===== config.mk =====
export PLATFORM = sky130hd
export DESIGN_NAME = tick_period_monitor
export DESIGN_NICKNAME = d
export VERILOG_FILES = /design/src/rtl/tick_period_monitor.sv
export SDC_FILE = /design/constraint.sdc
export NUM_CORES = 1
export LEC_CHECK = 0
export CAP_MARGIN = 30
export CORE_UTILIZATION = 45
export CTS_CLUSTER_SIZE = 14
export DETAILED_ROUTE_END_ITERATION = 8
export DONT_BUFFER_PORTS = 1
export GPL_ROUTABILITY_DRIVEN = 0
export PLACE_DENSITY = 0.66
export SYNTH_ARGS = -nofsm -noshare
export SYNTH_HDL_FRONTEND = slang
export SYNTH_SLANG_ARGS = --single-unit

===== constraint.sdc =====
create_clock -name clk -period 1.9 [get_ports clk]
set_input_delay 0.475 -clock clk [delete_from_list [all_inputs] [get_ports clk]]
set_output_delay 0.475 -clock clk [all_outputs]
set_load 0.05 [all_outputs]

===== src/rtl/tick_period_monitor.sv =====
// tick_period_monitor
// Measures the number of clk cycles between successive rising edges of a
// tick strobe and publishes each measurement through a valid/ack holding
// register. Flags a stalled source (timeout) and measurements lost while
// the previous one was still unconsumed (overrun).

module tick_period_monitor #(
    parameter int unsigned WIDTH      = 23,
    parameter int unsigned MAX_PERIOD = 8_000_000
) (
    input  logic             clk,
    input  logic             nrst,
    input  logic             en,
    input  logic             tick,
    input  logic             period_ack,
    output logic [WIDTH-1:0] period,
    output logic             period_valid,
    output logic             timeout,
    output logic             overrun
);

    typedef enum logic [1:0] {
        IDLE,
        MEASURE,
        STALL
    } state_t;

    localparam logic [WIDTH-1:0] MAX_COUNT = WIDTH'(MAX_PERIOD);
    localparam logic [WIDTH-1:0] ONE       = WIDTH'(1);

    state_t           state;
    logic [WIDTH-1:0] count;
    logic             tick_d;
    logic             tick_edge;
    logic             capture;

    // Rising-edge detect and capture qualification for the current cycle
    // NOTE: every signal assigned in always_comb is given a value on every
    // path, so no latch can be inferred.
    always_comb begin
        tick_edge = tick & ~tick_d;
        capture   = en & tick_edge & (state == MEASURE);
    end

    // Delayed copy of tick; reset to 0 so a tick already high after reset
    // release is seen as an edge
    // NOTE: all sequential state uses non-blocking assignments so every
    // flop samples pre-edge values regardless of block ordering.
    always_ff @(posedge clk or negedge nrst) begin
        if (!nrst) begin
            tick_d <= 1'b0;
        end else begin
            tick_d <= tick;
        end
    end

    // Measurement FSM: interval counter and stall detection
    always_ff @(posedge clk or negedge nrst) begin
        if (!nrst) begin
            state   <= IDLE;
            count   <= '0;
            timeout <= 1'b0;
        end else if (!en) begin
            // Disable wins over any edge; the interval in progress is lost
            state   <= IDLE;
            count   <= '0;
            timeout <= 1'b0;
        end else begin
            case (state)
                IDLE: begin
                    if (tick_edge) begin
                        count <= ONE;
                        state <= MEASURE;
                    end else begin
                        count <= '0;
                    end
                end
                MEASURE: begin
                    if (tick_edge) begin
                        // Edge cycle counts as 1 of the next interval
                        count <= ONE;
                    end else if (count == MAX_COUNT) begin
                        // Count holds at the limit so it can never wrap
                        state   <= STALL;
                        timeout <= 1'b1;
                    end else begin
                        count <= count + ONE;
                    end
                end
                STALL: begin
                    // Interval that spanned the stall is meaningless; restart
                    if (tick_edge) begin
                        count   <= ONE;
                        timeout <= 1'b0;
                        state   <= MEASURE;
                    end
                end
                default: begin
                    state   <= IDLE;
                    count   <= '0;
                    timeout <= 1'b0;
                end
            endcase
        end
    end

    // Holding register with valid/ack handshake and sticky overrun
    always_ff @(posedge clk or negedge nrst) begin
        if (!nrst) begin
            period       <= '0;
            period_valid <= 1'b0;
            overrun      <= 1'b0;
        end else if (capture) begin
            if (!period_valid || period_ack) begin
                // Slot is free, or is being freed this very cycle
                period       <= count;
                period_valid <= 1'b1;
                if (period_ack) begin
                    overrun <= 1'b0;
                end
            end else begin
                // Consumer still owns the old value; drop the new one
                overrun <= 1'b1;
            end
        end else if (period_ack && period_valid) begin
            period_valid <= 1'b0;
            overrun      <= 1'b0;
        end
    end

endmodule


==> results of run 1 <==
## logic make-up after synthesis
kind of cell	Yosys count
buf+inv	14
compound gates	32
xor+xnor	13
fa+ha+maj	2
simple gates	81
flops	52
mux	23
## metal layers
metal  vias to the layer above  part of all wire (%)  wire (microns)
met5                         -                     0               0
met4                         0                   1.1              56
met3                         6                   4.0             212
met2                        46                    46            2430
met1                       910                    49            2550
li1                        868                     -               -
## area by class of cell
type | instances | area [sq um]
sequential | 52 | 1300
inverter | 7 | 26.3
fill | 428 | 2200
tap | 70 | 87.6
clock buffer | 7 | 86.3
multi-input combinational | 151 | 1100
clock inverter | 1 | 7.51
timing repair buffer | 45 | 358
## cell usage in the layout (no fill, tap or decap), types with 2 or more instances in the layout
cell and count:
nand4_1 4, a21oi_1 7, mux2_2 23, nand2b_1 4, a21oi_2 3, and3_1 3
nor2_1 20, and3_2 2, nand3_1 11, inv_1 7, clkbuf_8 6, and4_1 3
nand2_1 9, nor4_1 4, o21ai_0 7, a21o_1 2, dfrtp_1 52, nor3_1 7
buf_4 44, or4_4 2, xnor2_1 12, o31ai_1 3
## what timing repair did
| item | 4_1_cts | 5_1_grt |
|---|---|---|
| buffers inserted | 5 | 3 |
| pin swaps | 2 | 6 |
| setup endpoints to repair | 3 | 6 |
| hold endpoints to repair | 52 | 0 |
| resized for setup | 1 | 4 |
| hold buffers | 1 | 0 |
## power by group
| group | switching, mW | internal (mW) | leakage, nW |
|---|---|---|---|
| Clock | 0.346 | 0.297 | 0.0445 |
| Combinational | 0.0579 | 0.0413 | 0.583 |
| Sequential | 0.0373 | 1.12 | 0.717 |
## metrics by stage
step / area, sq um / power, mW / setup TNS, ns
finish: 2970 / 1.90 / -0.0319
global route: 2970 / 1.98 / -0.270
CTS: 2930 / 1.92 / -0.00910
detailed placement: 2770 / 1.24 / -0.0312
global placement: 2770 / 1.24 / 0
floorplan: 2460 / 1.22 / -0.0116
## cells in the mapped netlist, types with 2 or more instances
master,instances
dfrtp_1,52
xnor2_1,12
a21oi_1,10
and4_1,3
nor2_1,20
nor2b_1,2
and3_2,2
nand3_1,11
a21o_1,2
and3_1,3
nand2_1,9
nor3_1,7
inv_1,7
nand4_1,4
o31ai_1,3
clkbuf_1,2
mux2_2,23
buf_2,2
nor4_1,5
ha_1,2
nand2b_1,4
o21ai_0,7
## state kept, by name, summed over array words and instances, names as in the netlist
name	count
count	23
overrun	1
period	23
period_valid	1
state	2
tick_d	1
timeout	1
## how the worst max path moves through the flow
stage              start       end  slack, ns  cells past startpoint
6_report       count[18]  count[2]      -0.03                      5
5_1_grt        count[18]  count[2]      -0.09                      5
4_1_cts        count[18]  count[2]     -0.009                      5
3_5_place_dp    count[4]  count[2]      -0.03                      5
3_3_place_gp    count[4]  count[2]       0.01                      5
2_1_floorplan   count[4]  count[2]      -0.01                      5
## worst max-delay path, cell delays in order, from the launching register on
cell and delay (ns):
dfrtp_1 0.41, or4b_4 0.54, nor4_4 0.35, nand2_2 0.12, and3_1 0.17, a211o_1 0.22
==> qor.txt, run 1 <==
YOSYS
-----------------------------------------------------------------------------------------------------------------
Post-synthesis sequential element count ............................................................           52
Arithmetic-cell share of the synthesized area counting full adders, half adders and majority gates .        1.02%
Main combinational cell family by area after synthesis ............................................. simple AND/OR/NAND/NOR gates
Area share of xor/xnor cells in the synthesized design .............................................        4.65%
Cell type contributing the most total cell area after synthesis ....................................      dfrtp_1
Yosys Warn Count ...................................................................................            0
Simple-gate share of the synthesized area ..........................................................        18.9%
Post-synthesis net count ...........................................................................          224
Mux share of post-synthesis cell area ..............................................................        10.6%
Ys flop type .......................................................................................      dfrtp_1
Average cell area after synthesis ..................................................................   11.3 sq um
Cell area after synthesis .......................................................................... 0.00245 sq mm
Proportion of netlist area held by the largest area contributor ....................................        53.1%
Post-Synthesis Cells ...............................................................................          217
Sequential cell area fraction in the yosys report ..................................................        53.1%
Area contributors post-synth ....................................................................... dfrtp_1 53%, mux2_2 11%, xnor2_1 4.3%, nor2_1 3.1%, nand3_1 2.2%
Number of synthesized flops with an enable pin .....................................................            0
Unique cell type count in the Yosys netlist ........................................................           47
Share of async-settable or async-resettable flops after synthesis ..................................         100%
Share of the synthesized area in compound gates (AO/OA/AOI/OAI) ....................................        8.63%

GLOBAL ROUTE
-----------------------------------------------------------------------------------------------------------------
Met2 routing resource usage after global routing ...................................................        30.6%
Number of antenna violations at the first check in global routing ..................................            0
Met3 layer usage reported by global route ..........................................................        5.16%
Via count of the first global-routing pass .........................................................         1788
Congestion Overflow GR .............................................................................            0
Global-route wire length before repair ............................................................. 8340 microns
GRT busiest layer ..................................................................................         met2
Met1 layer usage reported by global route ..........................................................        27.6%
Pin count of the biggest net entering global routing ...............................................           53
Overall global routing resource usage ..............................................................        20.0%

LAYOUT
-----------------------------------------------------------------------------------------------------------------
NumNets Final ......................................................................................          269
Layout-stage area growth over the synthesis result .................................................        21.3%
Fraction of final layout cells sized beyond drive strength 1 .......................................        34.6%
Diode insertion count for antenna repair ...........................................................            0
Final cell utilization of the core .................................................................        57.5%
Number of cells in the finished layout apart from fillers ..........................................          333

CLOCKING
-----------------------------------------------------------------------------------------------------------------
Deepest clock path buffer count ....................................................................            2
TritonCTS clock tree ...............................................................................          yes
Clock tree sinks ...................................................................................           52
Number of H-tree branching levels ..................................................................            2
Cell at the root of the clock tree .................................................................     clkbuf_8
Insertion delay to the later sink of the worst-skew pair ...........................................      0.30 ns
Cts bufs inserted ..................................................................................            5
Clock transition at the registers of the reported paths ............................................      0.09 ns

STA
-----------------------------------------------------------------------------------------------------------------
Final setup violation count ........................................................................            1
Unrepaired setup endpoints after global routing ....................................................          yes
Achievable frequency ...............................................................................      518 MHz
Final period utilization ...........................................................................         102%
Final setup slack of the worst path ................................................................   -0.0319 ns
Final hold slack ...................................................................................    0.0256 ns
Worst slew slack as a fraction of its limit ........................................................        66.6%
Hold Violations, Final .............................................................................            0
Worst clock skew ...................................................................................   0.00507 ns
Tightest Pin Transition ............................................................................     0.502 ns
Post-layout min period .............................................................................      1.93 ns
Pins over their slew limit .........................................................................            0

ROUTE
-----------------------------------------------------------------------------------------------------------------
Final wirelength ................................................................................... 5250 microns
Remaining DRCs .....................................................................................            0
TritonRoute pass-1 iters ...........................................................................            4
Number of nets with antenna violations after routing ...............................................            0
Number of DRC markers after the initial detailed-route iteration ...................................           99
Mean routed wirelength per cell .................................................................... 15.8 microns
Total via count in the routed design ...............................................................         1830
Via/cell ratio .....................................................................................         5.50

WORST SETUP PATH
-----------------------------------------------------------------------------------------------------------------
Endpoint kind of the worst setup timing path .......................................................     register
Type of element launching the critical path ........................................................     register
Maximum fanout encountered on the critical timing path .............................................            4
Register-to-register path setup slack ..............................................................     -0.03 ns
Crit path DAT ......................................................................................      2.12 ns
Worst r2r dst ......................................................................................     count[2]
Worst Reg2Reg Path Length in Cells .................................................................            5
Reg2reg start ......................................................................................    count[18]
Crit path required time ............................................................................      2.09 ns
Category of the critical setup timing path ......................................................... register to register

POWER AND IR DROP
-----------------------------------------------------------------------------------------------------------------
Leakage power ......................................................................................      1.34 nW
Worst vdd ir .......................................................................................     0.308 mV
Power per unit of standard cell area ...............................................................  638 mW/mm^2

PLACE
-----------------------------------------------------------------------------------------------------------------
Total instance count after detailed placement ......................................................          316
Sum of net half-perimeters after detailed placement ................................................ 3600 microns
Port Buffers .......................................................................................            0
Pre-CTS setup slack ................................................................................   -0.0312 ns

STATUS
-----------------------------------------------------------------------------------------------------------------
Result of the run .................................................................................. complete, but fails checks
Failing checks ..................................................................................... negative setup slack

FLOORPLAN
-----------------------------------------------------------------------------------------------------------------
I/O pin total ......................................................................................           31
Starting density of the core .......................................................................        47.4%
Die Span X ......................................................................................... 75.8 microns
Area of the core ................................................................................... 0.00517 sq mm
Die Footprint ...................................................................................... 0.00574 sq mm
Std-Cell Rows ......................................................................................           26
Die Y .............................................................................................. 75.8 microns

WORST HOLD PATH
-----------------------------------------------------------------------------------------------------------------
Path category of the worst min-delay check ......................................................... input port to asynchronous set/reset pin

JOB
-----------------------------------------------------------------------------------------------------------------
Reported max-cap violation count ...................................................................            0

Note: power is estimated with default switching activity, not from simulation.
==> inputs of run 2 (changes only) <==
--- a/config.mk
+++ b/config.mk
@@ -5,6 +5,7 @@
 export SDC_FILE = /design/constraint.sdc
 export NUM_CORES = 1
 export LEC_CHECK = 0
+export ABC_AREA = 1
 export CAP_MARGIN = 30
 export CORE_UTILIZATION = 45
 export CTS_CLUSTER_SIZE = 14
@@ -15,3 +16,4 @@
 export SYNTH_ARGS = -nofsm -noshare
 export SYNTH_HDL_FRONTEND = slang
 export SYNTH_SLANG_ARGS = --single-unit
+export TNS_END_PERCENT = 20
==> run 2 against run 1 <==
Compared with the run above:
- the run now ends clean
- die area up 16%
- flip-flop and latch count did not move
- sequential power is 4% higher
- routed wire length increased by 28%
- first-iteration DRC count grew 79%
- total power increased by 15%
- maximum frequency is 14% higher
- non-clock buffer count down 39
- final area grew 3.3%
- worst setup slack improved by 0.23 ns
- largest cell class is now multi-input gates
==> qor.txt, run 2 <==
STA
--------------------------------------------------------------------------------
Hold Violations, Final ............................................            0   unchanged
Tightest Pin Transition ...........................................     0.505 ns   +0.00376 ns
Final setup violation count .......................................            0   -1
Final period utilization ..........................................        89.4%   -12 points
Pins over their slew limit ........................................            0   unchanged
Achievable frequency ..............................................      589 MHz   +14%
Worst slew slack as a fraction of its limit .......................        66.3%   -0.25 points
Unrepaired setup endpoints after global routing ...................           no
Sum of negative setup slack .......................................         0 ns   +0.0319 ns
Worst clock skew ..................................................    0.0104 ns   +0.00533 ns
Post-layout min period ............................................      1.70 ns   -0.234 ns

LAYOUT
--------------------------------------------------------------------------------
Most common cell after layout, fill and taps aside ................      nand2_1
Largest registers ranked by flip-flop count ....................... count (23), period (23), state (2)
Final cell utilization of the core ................................        50.9%   -6.5 points
Top library cells by usage in the layout, fill and taps aside ..... 93 x nand2_1, 57 x nor2_1, 51 x dfrtp_1
NumNets Final .....................................................          384   +43%
Fraction of final layout cells sized beyond drive strength 1 ......        10.6%   -24 points
Diode insertion count for antenna repair ..........................            0   unchanged
Number of cells in the finished layout apart from fillers .........          453   +36%
Layout-stage area growth over the synthesis result ................        7.82%

GLOBAL ROUTE
--------------------------------------------------------------------------------
Pin count of the biggest net entering global routing ..............           53   unchanged
Overall global routing resource usage .............................        22.7%   +2.7 points
Congestion Overflow GR ............................................            0   unchanged
Number of antenna violations at the first check in global routing .            0   unchanged
Via count of the first global-routing pass ........................         2246   +26%
Global-route wire length before repair ............................ 11200 microns   +35%

FLOORPLAN
--------------------------------------------------------------------------------
Die Y ............................................................. 81.5 microns   +7.6%
Std-Cell Rows .....................................................           28   +7.7%
Die Footprint ..................................................... 0.00665 sq mm   +16%
Area of the core .................................................. 0.00603 sq mm   +16%
I/O pin total .....................................................           31   unchanged
Die Span X ........................................................ 81.5 microns   +7.6%
Starting density of the core ......................................        47.2%   -0.12 points

YOSYS
--------------------------------------------------------------------------------
Most repeated cell in the gate-level netlist after synthesis ......      nand2_1
Proportion of netlist area held by the largest area contributor ...        45.7%   -7.4 points
Post-Synthesis Cells ..............................................          372   +71%
Cell type contributing the most total cell area after synthesis ...      dfrtp_1
Sequential cell area fraction in the yosys report .................        45.7%   -7.4 points
Most used standard cells in the synthesized netlist ............... 93 x nand2_1, 57 x nor2_1, 52 x dfrtp_1, 42 x inv_1, 26 x o21ai_0
Area contributors post-synth ...................................... dfrtp_1 46%, nand2_1 12%, nor2_1 7.5%, inv_1 5.5%, o21ai_0 4.6%
Number of synthesized flops with an enable pin ....................            0   unchanged
Post-synthesis sequential element count ...........................           52   unchanged
Post-synthesis net count ..........................................          379   +69%
Cell area after synthesis ......................................... 0.00285 sq mm   +16%
Unique cell type count in the Yosys netlist .......................           30   -36%
Yosys Warn Count ..................................................            0   unchanged
Share of async-settable or async-resettable flops after synthesis .         100%   unchanged
Average cell area after synthesis .................................   7.65 sq um   -32%
Ys flop type ......................................................      dfrtp_1

ROUTE
--------------------------------------------------------------------------------
Number of DRC markers after the initial detailed-route iteration ..          177   +79%
Final wirelength .................................................. 6720 microns   +28%
Mean routed wirelength per cell ................................... 14.8 microns   -5.9%
Number of nets with antenna violations after routing ..............            0   unchanged
Via/cell ratio ....................................................         5.27   -4.1%
Remaining DRCs ....................................................            0   unchanged
Total via count in the routed design ..............................         2387   +30%
TritonRoute pass-1 iters ..........................................            4   unchanged

WORST SETUP PATH
--------------------------------------------------------------------------------
Critical path's top delay family .................................. simple AND/OR/NAND/NOR gates
Most frequent cell on the critical path ...........................       nor2_1
Crit path DAT .....................................................      1.95 ns   -0.17 ns
CP cell instances ................................................. ha_1 -> nand3_2 -> nor2_4 -> nand4_1 -> nor2_1 -> nand3_1 -> nand2_1 -> inv_1 -> nor2_1
Worst stage delay on the critical path ............................      0.42 ns   -0.12 ns
Critical path buffers and inverters ...............................            1   +1
Maximum fanout encountered on the critical timing path ............            6   +2
Endpoint kind of the worst setup timing path ......................     register
Register-to-register path setup slack .............................      0.20 ns   +0.23 ns
Crit path required time ...........................................      2.16 ns   +0.07 ns
Type of element launching the critical path .......................     register
CP max-delay cell .................................................      dfrtp_1
Category of the critical setup timing path ........................ register to register

CLOCKING
--------------------------------------------------------------------------------
TritonCTS clock tree ..............................................          yes
Number of buffers added for setup after CTS .......................            0   -5
Insertion delay to the later sink of the worst-skew pair ..........      0.32 ns   +0.02 ns
Deepest clock path buffer count ...................................            2   unchanged
Clock transition at the registers of the reported paths ...........      0.10 ns   about the same
Cts bufs inserted .................................................            5   unchanged
Clock tree sinks ..................................................           52   unchanged
Number of H-tree branching levels .................................            2   unchanged
Cell at the root of the clock tree ................................     clkbuf_8

STATUS
--------------------------------------------------------------------------------
Result of the run ................................................. finished clean

PLACE
--------------------------------------------------------------------------------
Port Buffers ......................................................            0   unchanged
Total instance count after detailed placement .....................          444   +41%
Sum of net half-perimeters after detailed placement ............... 4860 microns   +35%

WORST HOLD PATH
--------------------------------------------------------------------------------
Path category of the worst min-delay check ........................ input port to asynchronous set/reset pin

POWER AND IR DROP
--------------------------------------------------------------------------------
Leakage power .....................................................      1.38 nW   +2.4%
Power per unit of standard cell area ..............................  711 mW/mm^2   +11%
Worst vdd ir ......................................................     0.545 mV   +77%
Total power of the final layout ...................................      2.18 mW   +15%

JOB
--------------------------------------------------------------------------------
Reported max-cap violation count ..................................            0   unchanged

==> run 2: routing by layer <==
metal	routed length, microns	track usage, %
met1	3160	30.1
met5	0	0
met2	3000	35.8
met4	184	9.11
met3	373	4.89
==> run 2: cell type report <==
type,count,area (sq um)
Sequential cell,52,1300
Fill cell,605,2960
Multi-Input combinational cell,266,1330
Inverter,46,173
Timing Repair Buffer,6,65.1
Tap cell,75,93.8
Clock inverter,2,35.0
Clock buffer,6,72.6
==> run 2: repair_timing <==
item,CTS,global route
hold endpoints to repair,52,0
hold buffers,1,0
resized for setup,0,2
endpoints found under the setup margin,0,3
==> run 2: power breakdown <==
group	total (mW)	internal (mW)	switching, mW
registers	1.21	1.13	0.0821
logic	0.198	0.0578	0.140
clock network	0.770	0.392	0.379
total	2.18	1.58	0.601
==> run 2: cell families (layout without fill, tap and decap cells) <==
logic type      count (synthesis)  in the layout  share of synthesized area, %
simple gates                  214            214                          35.3
buf+inv                        54             60                          7.82
flops                          52             52                          45.7
compound gates                 45             45                          8.66
xor+xnor                        4              4                          1.23
fa+ha+maj                       2              2                         0.879
mux                             1              1                         0.396
==> run 2: per-stage QoR <==
stage	setup slack [ns]	area, sq um	hold WS [ns]
2_1_floorplan	0.298	2850	0.179
3_3_place_gp	0.221	2930	0.181
3_5_place_dp	0.221	2930	0.181
4_1_cts	0.195	3060	0.0183
5_1_grt	0.0345	3070	0.0238
6_report	0.202	3070	0.00809
==> run 2: final timing paths <==
check | start | endpoint | cells past startpoint
hold / removal | nrst | state[0] | 1
max in group asynchronous | nrst | count[2] | 1
setup / recovery | count[0] | count[22] | 9
setup reg to reg | count[0] | count[22] | 9
min in group clk | tick | tick_d | 0
hold reg to reg | count[0] | count[0] | 2
==> inputs of run 3 (changes only) <==
--- a/config.mk
+++ b/config.mk
@@ -7,6 +7,7 @@
 export LEC_CHECK = 0
 export ABC_AREA = 1
 export CAP_MARGIN = 30
+export CORE_ASPECT_RATIO = 0.6
 export CORE_UTILIZATION = 45
 export CTS_CLUSTER_SIZE = 14
 export DETAILED_ROUTE_END_ITERATION = 8
==> run 3 against run 2 <==
Compared with the run above:
- cell count rose by 2.2%
- clock skew down 0.0049 ns
- count of clock-buffer cells in the layout is 2 higher
- register-to-register slack lost 0.08 ns
- critical path type unchanged
- largest power group unchanged
- highest routed layer unchanged
==> qor.txt, run 3 (same netlist as run 2, synthesis figures left out) <==
WORST SETUP PATH
--------------------------------------------------------------------------------
Crit path required time ...........................................      2.14 ns   -0.02 ns
CP max-delay cell .................................................      dfrtp_1
Most frequent cell on the critical path ...........................       nor2_1
Maximum fanout encountered on the critical timing path ............            5   -1
Type of element launching the critical path .......................     register
Category of the critical setup timing path ........................ register to register
Crit path DAT .....................................................      2.02 ns   +0.07 ns
Critical path's top delay family .................................. simple AND/OR/NAND/NOR gates
Worst stage delay on the critical path ............................      0.42 ns   about the same
Critical path buffers and inverters ...............................            2   +1
CP cell instances ................................................. inv_1 -> nor2_1 -> nand4_1 -> nor2_1 -> nand3_1 -> nand2_1 -> inv_1 -> nor2_1
Endpoint kind of the worst setup timing path ......................     register

GLOBAL ROUTE
--------------------------------------------------------------------------------
Global-route wire length before repair ............................ 11800 microns   +4.5%
Pin count of the biggest net entering global routing ..............           53   unchanged
Via count of the first global-routing pass ........................         2318   +3.2%
Overall global routing resource usage .............................        22.8%   +0.15 points
Number of antenna violations at the first check in global routing .            0   unchanged
Congestion Overflow GR ............................................            0   unchanged

POWER AND IR DROP
--------------------------------------------------------------------------------
Leakage power .....................................................      1.37 nW   -0.40%
Worst vdd ir ......................................................     0.396 mV   -27%
Total power of the final layout ...................................      2.08 mW   -4.8%
Power per unit of standard cell area ..............................  678 mW/mm^2   -4.7%

STA
--------------------------------------------------------------------------------
Tightest Pin Transition ...........................................     0.485 ns   -0.0204 ns
Worst slew slack as a fraction of its limit .......................        67.7%   +1.4 points
Achievable frequency ..............................................      561 MHz   -4.7%
Sum of negative setup slack .......................................         0 ns   unchanged
Worst clock skew ..................................................   0.00552 ns   -0.00488 ns
Hold Violations, Final ............................................            0   unchanged
Final setup slack of the worst path ...............................     0.118 ns   -0.0836 ns
Pins over their slew limit ........................................            0   unchanged
Final period utilization ..........................................        93.8%   +4.4 points
Unrepaired setup endpoints after global routing ...................           no
Final setup violation count .......................................            0   unchanged
Final hold slack ..................................................    0.0181 ns   +0.0100 ns
Post-layout min period ............................................      1.78 ns   +0.0836 ns

LAYOUT
--------------------------------------------------------------------------------
Diode insertion count for antenna repair ..........................            0   unchanged
Number of cells in the finished layout apart from fillers .........          463   +2.2%
Largest registers ranked by flip-flop count ....................... count (23), period (23), state (2)
Layout-stage area growth over the synthesis result ................        7.69%
Fraction of final layout cells sized beyond drive strength 1 ......        10.6%   -0.028 points
NumNets Final .....................................................          385   +0.26%
Fill count ........................................................          599   -0.99%
Most common cell after layout, fill and taps aside ................      nand2_1
Final cell utilization of the core ................................        50.2%   -0.77 points
Top library cells by usage in the layout, fill and taps aside ..... 93 x nand2_1, 57 x nor2_1, 51 x dfrtp_1
Cell area after layout ............................................ 0.00307 sq mm   -0.12%

CLOCKING
--------------------------------------------------------------------------------
Cell at the root of the clock tree ................................     clkbuf_8
Cts bufs inserted .................................................            5   unchanged
Deepest clock path buffer count ...................................            2   unchanged
TritonCTS clock tree ..............................................          yes
Clock tree sinks ..................................................           52   unchanged
Number of H-tree branching levels .................................            2   unchanged
Clock transition at the registers of the reported paths ...........      0.09 ns   about the same
Insertion delay to the later sink of the worst-skew pair ..........      0.30 ns   -0.02 ns
Number of buffers added for setup after CTS .......................            0   unchanged

ROUTE
--------------------------------------------------------------------------------
Remaining DRCs ....................................................            0   unchanged
Via/cell ratio ....................................................         5.24   -0.60%
Total via count in the routed design ..............................         2425   +1.6%
Number of DRC markers after the initial detailed-route iteration ..          285   +61%
Routed metal-1 wirelength ......................................... 3480 microns   +10%
Mean routed wirelength per cell ................................... 15.1 microns   +1.5%
Final wirelength .................................................. 6970 microns   +3.7%
Uppermost metal layer occupied by signal nets .....................         met4
Number of nets with antenna violations after routing ..............            0   unchanged
TritonRoute pass-1 iters ..........................................            5   +1
Met2 layer wire length in the routed design ....................... 2600 microns   -13%
Met3 WL post-DR ...................................................  817 microns   +120%

FLOORPLAN
--------------------------------------------------------------------------------
Area of the core .................................................. 0.00611 sq mm   +1.4%
Starting density of the core ......................................        46.6%   -0.66 points
Die Y ............................................................. 63.6 microns   -22%
I/O pin total .....................................................           31   unchanged
Std-Cell Rows .....................................................           22   -21%
Die Footprint ..................................................... 0.00666 sq mm   +0.15%
Die Span X ........................................................  105 microns   +28%

PLACE
--------------------------------------------------------------------------------
Pre-CTS setup slack ...............................................     0.192 ns   -0.0296 ns
Total instance count after detailed placement .....................          454   +2.3%
Post-place instance area .......................................... 0.00295 sq mm   +0.64%
Sum of net half-perimeters after detailed placement ............... 5230 microns   +7.5%
Port Buffers ......................................................            0   unchanged

STATUS
--------------------------------------------------------------------------------
Result of the run ................................................. finished clean

WORST HOLD PATH
--------------------------------------------------------------------------------
Path category of the worst min-delay check ........................ input port to asynchronous set/reset pin

JOB
--------------------------------------------------------------------------------
Reported max-cap violation count ..................................            0   unchanged

## run 3: cell count changes in the layout (fill, tap and decap cells not counted), sizes merged
cell	before	now
clkinv	1	0
bufinv	1	0
clkbuf	6	8
buf	6	7
## run 3: area by class of cell
class                      instances  area [sq um]  area share [%]
inverter                          46           173            5.63
clock buffer                       8          90.1            2.94
multi-input combinational        266          1320            43.1
timing repair buffer               7          72.6            2.37
tap                               84           105            3.43
sequential                        52          1300            42.5
## run 3: what timing repair did
action | CTS | global route
hold buffers | 1 | 0
hold endpoints to repair | 52 | 0
gates resized for setup | 0 | 1
endpoints found under the setup margin | 0 | 1
## run 3: worst reg2reg max path, cell delays in order (launching register included)
cell and delay (ns):
dfrtp_1 0.42, inv_1 0.10, nor2_1 0.29, nand4_1 0.28, nor2_1 0.29, nand3_1 0.14
nand2_1 0.08, inv_1 0.03, nor2_1 0.09
## run 3: final timing paths
kind / from / endpoint / slack (ns) / cells after the start
setup / recovery: count[0] / count[21] / 0.12 / 8
hold / removal: nrst / period[7] / 0.02 / 1
setup reg to reg: count[0] / count[21] / 0.12 / 8
hold reg to reg: count[19] / count[19] / 0.58 / 3
max in group asynchronous: nrst / count[2] / 1.64 / 1
min in group clk: tick / tick_d / 0.19 / 0
## run 3: power breakdown
group	leakage (nW)	switching [mW]	internal [mW]	total, mW
Sequential	0.718	0.0816	1.13	1.21
Combinational	0.607	0.143	0.0636	0.207
Clock	0.0455	0.360	0.298	0.658
## run 3: per-layer routing
metal | vias to the layer above | track usage [%]
li1 | 1207 | -
met1 | 1076 | 35.0
met2 | 135 | 30.9
met3 | 7 | 6.63
met4 | 0 | 5.63
met5 | - | 0
